--- src/rtl/game_round_sequencer.sv ---
// Game session sequencer: per round requests a random number, shows it, opens an
// answer window and scores the result, for ROUNDS rounds after the speed is committed.
module game_round_sequencer #(
    parameter int TICK_DIV = 50000,
    parameter int SHOW_N   = 3000,
    parameter int SHOW_I   = 2000,
    parameter int SHOW_A   = 1000,
    parameter int ANS_N    = 5000,
    parameter int ANS_I    = 3000,
    parameter int ANS_A    = 1500,
    parameter int ROUNDS   = 10
) (
    input  logic       clk,
    input  logic       rst,
    input  logic [1:0] gameSpeed,
    input  logic       control,
    input  logic       rngAck,
    input  logic       answerValid,
    input  logic       answerCorrect,
    output logic       rngReq,
    output logic       showEn,
    output logic       answerEn,
    output logic       timeout,
    output logic       roundDone,
    output logic [3:0] roundNum,
    output logic [3:0] score,
    output logic       gameOver
);

    typedef enum logic [2:0] {
        S_IDLE   = 3'd0,
        S_REQ    = 3'd1,
        S_SHOW   = 3'd2,
        S_ANSWER = 3'd3,
        S_RESULT = 3'd4,
        S_DONE   = 3'd5
    } state_t;

    state_t      r_state, w_state_next;
    logic [1:0]  r_speed, w_speed_next;
    logic [15:0] r_presc, w_presc_next;
    logic [15:0] r_tick, w_tick_next;
    logic [3:0]  r_round, w_round_next;
    logic [3:0]  r_score, w_score_next;
    logic        r_timeout, w_timeout_next;
    logic        r_round_done, w_round_done_next;
    logic        r_rng_req, r_show_en, r_answer_en, r_game_over;
    logic [15:0] w_show_lim, w_ans_lim;
    logic        w_wrap;

    // Speed code 11 falls into the default branch and gets normal timing.
    always_comb begin
        case (r_speed)
            2'b01:   begin w_show_lim = 16'(SHOW_I); w_ans_lim = 16'(ANS_I); end
            2'b10:   begin w_show_lim = 16'(SHOW_A); w_ans_lim = 16'(ANS_A); end
            default: begin w_show_lim = 16'(SHOW_N); w_ans_lim = 16'(ANS_N); end
        endcase
    end

    assign w_wrap = (r_presc == 16'(TICK_DIV - 1));

    always_comb begin
        w_state_next      = r_state;
        w_speed_next      = r_speed;
        w_presc_next      = r_presc;
        w_tick_next       = r_tick;
        w_round_next      = r_round;
        w_score_next      = r_score;
        w_timeout_next    = 1'b0;
        w_round_done_next = 1'b0;
        case (r_state)
            S_IDLE: begin
                if (control) begin
                    w_speed_next = gameSpeed;
                    w_state_next = S_REQ;
                end
            end
            S_REQ: begin
                if (rngAck) begin
                    w_state_next = S_SHOW;
                    w_presc_next = 16'd0;
                    w_tick_next  = 16'd0;
                end
            end
            S_SHOW: begin
                if (w_wrap) begin
                    w_presc_next = 16'd0;
                    if (r_tick == w_show_lim - 16'd1) begin
                        w_state_next = S_ANSWER;
                        w_tick_next  = 16'd0;
                    end else begin
                        w_tick_next = r_tick + 16'd1;
                    end
                end else begin
                    w_presc_next = r_presc + 16'd1;
                end
            end
            S_ANSWER: begin
                // An answer on the last window cycle takes priority over expiry.
                if (answerValid) begin
                    if (answerCorrect && r_score != 4'd15)
                        w_score_next = r_score + 4'd1;
                    w_state_next      = S_RESULT;
                    w_round_next      = r_round + 4'd1;
                    w_round_done_next = 1'b1;
                    w_presc_next      = 16'd0;
                    w_tick_next       = 16'd0;
                end else if (w_wrap) begin
                    w_presc_next = 16'd0;
                    if (r_tick == w_ans_lim - 16'd1) begin
                        w_state_next      = S_RESULT;
                        w_tick_next       = 16'd0;
                        w_timeout_next    = 1'b1;
                        w_round_next      = r_round + 4'd1;
                        w_round_done_next = 1'b1;
                    end else begin
                        w_tick_next = r_tick + 16'd1;
                    end
                end else begin
                    w_presc_next = r_presc + 16'd1;
                end
            end
            S_RESULT: begin
                if (r_round == 4'(ROUNDS))
                    w_state_next = S_DONE;
                else
                    w_state_next = S_REQ;
            end
            S_DONE: begin
                w_state_next = S_DONE;
            end
            default: begin
                w_state_next = S_IDLE;
                w_speed_next = 2'b00;
                w_presc_next = 16'd0;
                w_tick_next  = 16'd0;
                w_round_next = 4'd0;
                w_score_next = 4'd0;
            end
        endcase
    end

    // Enables are decoded from the next state so they switch on the same edge as the state.
    always_ff @(posedge clk) begin
        if (!rst) begin
            r_state      <= S_IDLE;
            r_speed      <= 2'b00;
            r_presc      <= 16'd0;
            r_tick       <= 16'd0;
            r_round      <= 4'd0;
            r_score      <= 4'd0;
            r_timeout    <= 1'b0;
            r_round_done <= 1'b0;
            r_rng_req    <= 1'b0;
            r_show_en    <= 1'b0;
            r_answer_en  <= 1'b0;
            r_game_over  <= 1'b0;
        end else begin
            r_state      <= w_state_next;
            r_speed      <= w_speed_next;
            r_presc      <= w_presc_next;
            r_tick       <= w_tick_next;
            r_round      <= w_round_next;
            r_score      <= w_score_next;
            r_timeout    <= w_timeout_next;
            r_round_done <= w_round_done_next;
            r_rng_req    <= (w_state_next == S_REQ);
            r_show_en    <= (w_state_next == S_SHOW);
            r_answer_en  <= (w_state_next == S_ANSWER);
            r_game_over  <= (w_state_next == S_DONE);
        end
    end

    assign rngReq    = r_rng_req;
    assign showEn    = r_show_en;
    assign answerEn  = r_answer_en;
    assign timeout   = r_timeout;
    assign roundDone = r_round_done;
    assign roundNum  = r_round;
    assign score     = r_score;
    assign gameOver  = r_game_over;

endmodule

--- config.mk ---
export PLATFORM = sky130hd
export DESIGN_NAME = game_round_sequencer
export DESIGN_NICKNAME = d
export VERILOG_FILES = /design/src/rtl/game_round_sequencer.sv
export SDC_FILE = /design/constraint.sdc
export NUM_CORES = 1
export LEC_CHECK = 0
export ABC_CLOCK_PERIOD_IN_PS = 3100
export BUFFER_PORTS_ARGS = -buffer_cell sky130_fd_sc_hd__buf_2
export CELL_PAD_IN_SITES_DETAIL_PLACEMENT = 0
export CELL_PAD_IN_SITES_GLOBAL_PLACEMENT = 1
export CORE_ASPECT_RATIO = 1.5
export CORE_MARGIN = 3
export CORE_UTILIZATION = 45
export CTS_CLUSTER_SIZE = 8
export DETAILED_ROUTE_END_ITERATION = 8
export PLACE_DENSITY = 0.83
export SYNTH_ARGS = -nofsm -noshare
export SYNTH_HDL_FRONTEND = slang
export SYNTH_SLANG_ARGS = --single-unit
--- constraint.sdc ---
create_clock -name clk -period 3.1 [get_ports clk]
set_input_delay 0 -clock clk [delete_from_list [all_inputs] [get_ports clk]]
set_output_delay 0 -clock clk [all_outputs]
set_load 0.05 [all_outputs]
* Word-level counts from Yosys, hierarchy flattened
Index checks and enable logic that the tools add are counted.
** Storage, ports and cells
- Register bits :: 51
- Input port bits :: 8
- Output and inout bits :: 14
- Word-level logic and storage cells :: 91
** Cells by class
- Bitwise logic cells :: 5
- Reductions and logical operators :: 12
- Eq/ne operators :: 23
- Multiplexer cells :: 33
- Add/sub/neg operators :: 6
** Operator list (number)
- $mux 16 :: 8
- $pmux 16 s4 :: 2
- $add 16x1->16 const B :: 2
- $eq 16x16->1 :: 2
- $sub 16x1->16 const B :: 2
- $pmux 13 s2 :: 1
- $mux 3 :: 8
- $pmux 12 s2 :: 1
- $mux 4 :: 5
- $pmux 3 s6 :: 1
- $eq 16x16->1 const B :: 1
- $pmux 4 s2 :: 2
- $eq 3x2->1 const B :: 4
- $ne 2x2->1 const B :: 5
- $reduce_or 5->1 :: 2
- $eq 3x3->1 const B :: 3
- $add 4x1->4 const B :: 2
- $eq 3x1->1 const B :: 2
- $ne 3x3->1 const B :: 2
- $reduce_and 2->1 :: 3
- $reduce_and 3->1 :: 2
- $reduce_or 3->1 :: 2
- $not 1->1 :: 5
- $eq 4x4->1 const B :: 1
- 9 further kinds :: 11

* Logic depth before layout (Yosys ltp)
- Depth after elaboration :: 9
- Depth in mapped cells :: 8
- Mapped depth without buffers :: 7

* Least setup slack after synthesis
No wires, ideal clock.
- Kind :: reg-to-reg
- Start point :: reg r_speed[0]
- End point :: reg r_tick[10]
- Clock period less this slack :: 2614 ps
- Library setup time :: 117 ps
- Arrival :: 2497 ps
- Buffers on the path :: 1
- Path slack :: 486 ps
- Required time :: 2983 ps
- Stages on the path, launching flop included :: 9
- Cells stage by stage :: dfxtp_1 inv_1 ha_1 or3b_2 a222oi_1 a21oi_1 o41ai_2 buf_2 nor2_1
** Between the ends
- Cells in the longest elaborated chain, start to end :: 8
- Elaborated cells on any way between the ends :: 14
- Those cells by class :: 2 x add/sub; 4 x eq/ne; 8 x mux
** Ends and longest elaborated chain
- from (decl) :: line 40 : logic [1:0] r_speed, w_speed_next;
- from (signal assigned) :: line 160 : r_speed <= w_speed_next;
- $eq 2x2->1 or $eq 2x1->1 (tied branches) :: line 53 : case (r_speed)
- $pmux 13 s2 :: line 53
- $sub 16x1->16 :: line 110 : if (r_tick == w_ans_lim - 16'd1) begin
- $eq 16x16->1 :: line 110
- $mux 16 :: line 110
- $mux 16 :: line 108 : end else if (w_wrap) begin
- $mux 16 :: line 100 : if (answerValid) begin
- $pmux 16 s4 * :: line 71 : case (r_state)
- to (signal assigned) :: line 162 : r_tick <= w_tick_next;
- to (decl) :: line 42 : logic [15:0] r_tick, w_tick_next;
Mark *: on every way between the ends. The rest lies on a longest branch, timed or not. The select of a mux whose other input is x is not followed.
A chain may end at the register's enable or synchronous reset.

* Final worst setup path
- Start point :: reg r_speed[0]
- End point :: reg r_round[3] (netlist: roundNum[3])
** Between the ends
- Cells in the longest elaborated chain, start to end :: 6
- Elaborated cells on any way between the ends :: 7
- Those cells by class :: 1 x add/sub; 4 x eq/ne; 1 x mux; 1 x reduce/logical
** Ends and longest elaborated chain
- $eq 2x2->1 or $eq 2x1->1 (tied branches) :: line 53
- $pmux 13 s2 * :: line 53
- $sub 16x1->16 * :: line 110
- $eq 16x16->1 * :: line 110
- $ne 3x3->1 (no line) *
- $reduce_and 3->1 (no line) *
- to (signal assigned) :: line 163 : r_round <= w_round_next;
- to (decl) :: line 43 : logic [3:0] r_round, w_round_next;
Mark *: on every way between the ends. The rest lies on a longest branch, timed or not.

==> flow_summary.json <==
{
  "status": "completed",
  "netlist_area_sq_mm": 0.00272,
  "p_leak_nw": 1.07,
  "critPathRequiredTime_ps": 3350,
  "grt_max_degree": 21,
  "std_cell_rows": 34,
  "worst-path-buf-inv": 2,
  "critPathArrivalTime_ps": 2950,
  "syn-instance-count": 321,
  "portBuffers": 21,
  "place.gp.congestion": 0.810,
  "fillCellCount": 582,
  "worstHoldStart": "answerValid",
  "final_antenna_net_count": 0,
  "placed_cell_area_sq_mm": 0.00289,
  "fin_util_pct": 51.5,
  "die_area_sq_mm": 0.00703,
  "avgRoutedWirePerCell_microns": 14.9,
  "r2r-start": "r_speed[0]$_SDFFE_PN0P_",
  "synth_top_area_cell": "dfxtp_1",
  "die_y_microns": 101,
  "r2r_cells": 8,
  "hold_viol": 0,
  "grtUsageTotal_pct": 18.0,
  "yosysWarnings": 0,
  "crit_path_end_kind": "register",
  "clockBufferDepth": 2,
  "hp-class": "primary input to register",
  "cts-root-buf": "clkbuf_8",
  "rsz0062_at_grt": "no",
  "worst_pin_slew_ps": 607,
  "via_per_inst": 5.75,
  "start_util_pct": 46.7,
  "slew_headroom_pct": 59.3,
  "grt_antenna_before_repair": 0,
  "synth_top_cell_area_share_pct": 37.6,
  "detail_route.first_pass.iterations": 4,
  "hpwl_mm": 4.61,
  "io_pins": 22,
  "ys_seq_area_share_pct": 37.6,
  "cp-start-kind": "register",
  "finalClockSkew_ps": 11.5,
  "crit_path_top_delay_cell": "or4_1",
  "numCtsBuffers": 5,
  "synth_edf_count": 0,
  "multi_input_area_sq_mm": 0.00158,
  "fin_area_sq_mm": 0.00300,
  "synth_seq_cells": 51,
  "cts-htree-levels": 2,
  "core_area_sq_mm": 0.00583,
  "rr_endpoint": "roundNum[3]$_SDFFE_PN0P_",
  "crit_type": "register to register",
  "synthTopCellsByArea": "dfxtp_1 38%, nor2_1 4.4%, xnor2_1 4.2%",
  "via_count": 2382,
  "grt.overflow.total": 0,
  "setup-tns-final_ps": 0,
  "num_antenna_cells": 0,
  "min_to": "timeout$_SDFF_PP0_",
  "async_reset_ff_share_pct": 0,
  "layout-drive-gt1-share_pct": 13.2,
  "grt_pass1_wl_mm": 10.4,
  "peakVddDrop_mv": 0.251,
  "clkSlewWorstSetupHoldPaths_ps": 110,
  "r2r_slack_ps": 400,
  "synth_nets": 338,
  "drt-initial-drc-count": 102,
  "period_minus_slack_ps": 2700,
  "finalMaxSlewViolations": 0,
  "cts_resized": 0,
  "cts_tree": "done",
  "netlist_top_cells_count": "51 x dfxtp_1, 32 x nor2_1, 25 x nand2_1",
  "final_nets": 358,
  "wl_mm": 6.17,
  "finalSetupViolations": 0,
  "synth-main-ff-cell": "dfxtp_1",
  "die_x_microns": 69.5,
  "cp_max_fo": 10,
  "max_cap_viol_count": 0,
  "postSynthAreaPerCell_sq_um": 8.47,
  "fmax_ghz": 0.371,
  "drc": 0,
  "hold_ws_ps": 36.3,
  "grt_pass1_vias": 2199,
  "regArea_sq_mm": 0.00102,
  "period_share_pct": 87.0,
  "cts_sinks": 51,
  "slowest_delay_ps": 540,
  "syn_to_final_growth_pct": 10.4,
  "clk_latency_ps": 310,
  "instances_no_fill": 414,
  "worstHoldPathCells": 3,
  "synth_cell_types": 58,
  "dp_cells": 404,
  "crit_cells": 8,
  "crit_chain": "inv_1, ha_1, or3b_2, a222oi_1, buf_4, a31oi_2, or4_1, a21oi_1",
  "cp_top_family": "simple AND/OR/NAND/NOR gates",
  "post-synth-top-count-cell": "dfxtp_1",
  "p_per_area_mw_per_mm2": 399
}
where the power goes:
part	leakage (nW)	switching [mW]	internal, mW
sequential	0.412	0.00812	0.662
combinational	0.611	0.0732	0.0367
clock	0.0502	0.248	0.168
total	1.07	0.329	0.867
state kept, by name (all words and copies together) (netlist names):
signal,count
showEn,1
rngReq,1
r_state,3
score,4
roundNum,4
r_tick,16
r_speed,2
r_presc,16
timeout,1
roundDone,1
answerEn,1
gameOver,1
repair_timing:
| action | in CTS | in global routing |
|---|---|---|
| hold buffers | 1 | 0 |
| buffers inserted | 0 | 1 |
| setup endpoints to repair | 0 | 2 |
| endpoints found under the hold margin | 2 | 0 |
worst reg2reg max path: stages (launching register included):
cell      delay [ps]
dfxtp_1          410
inv_1             90
ha_1             350
or3b_2           450
a222oi_1         280
buf_4            200
a31oi_2          170
or4_1            540
a21oi_1          150
worst max-delay path by stage:
stage | startpoint | endpoint | slack [ps]
after floorplan | r_speed[0]$_SDFFE_PN0P_ | r_tick[10]$_SDFFE_PN0P_ | 490
after global placement | r_speed[0]$_SDFFE_PN0P_ | roundNum[3]$_SDFFE_PN0P_ | 300
after detailed placement | r_speed[0]$_SDFFE_PN0P_ | roundNum[3]$_SDFFE_PN0P_ | 220
after CTS | r_speed[0]$_SDFFE_PN0P_ | roundNum[3]$_SDFFE_PN0P_ | 210
after global routing | r_speed[0]$_SDFFE_PN0P_ | gameOver$_SDFF_PN0_ | 220
final | r_speed[0]$_SDFFE_PN0P_ | roundNum[3]$_SDFFE_PN0P_ | 400
metrics by stage:
| stage | setup slack (ps) | power [mW] |
|---|---|---|
| detailed placement | 219 | 0.797 |
| global placement | 303 | 0.795 |
| finish | 402 | 1.20 |
| CTS | 207 | 1.21 |
| floorplan | 486 | 0.762 |
| global route | 215 | 1.25 |
layer usage:
layer / global-route usage, % / share of wire [%] / up-vias
li1: - / - / 1197
met1: 22.2 / 44 / 1128
met2: 31.9 / 50 / 44
met3: 2.68 / 3.1 / 13
met4: 6.62 / 2.8 / 0
met5: 0 / 0 / -
layout make-up:
| type | count | share of cell area [%] |
|---|---|---|
| clock buffers | 5 | 2.29 |
| clock inverters | 3 | 0.959 |
| inverters | 13 | 1.63 |
| multi-input cells | 242 | 52.8 |
| flip-flops and latches | 51 | 34.0 |
| well taps | 72 | 3.00 |
| repair buffers | 28 | 5.34 |
kinds of logic after synthesis:
group / synth area share (%)
AO/OA/AOI/OAI: 15.7
XOR/XNOR: 8.05
adder cells (fa/ha/maj): 4.14
buffers and inverters: 4.19
flip-flops: 37.6
multiplexers: 1.89
AND/OR/NAND/NOR: 28.5
cells in the final DEF (no fill, tap or decap), types with 11 or more instances in the layout:
| master | netlist | final |
|---|---|---|
| dfxtp_1 | 51 | 51 |
| nor2_1 | 32 | 32 |
| nand2_1 | 25 | 25 |
| buf_2 | 1 | 21 |
| nand3_1 | 18 | 18 |
| a21oi_1 | 16 | 16 |
| inv_1 | 13 | 13 |
| xnor2_1 | 13 | 13 |
| xor2_1 | 12 | 12 |
| o21ai_0 | 11 | 11 |
(Power assumes the default switching activity.)
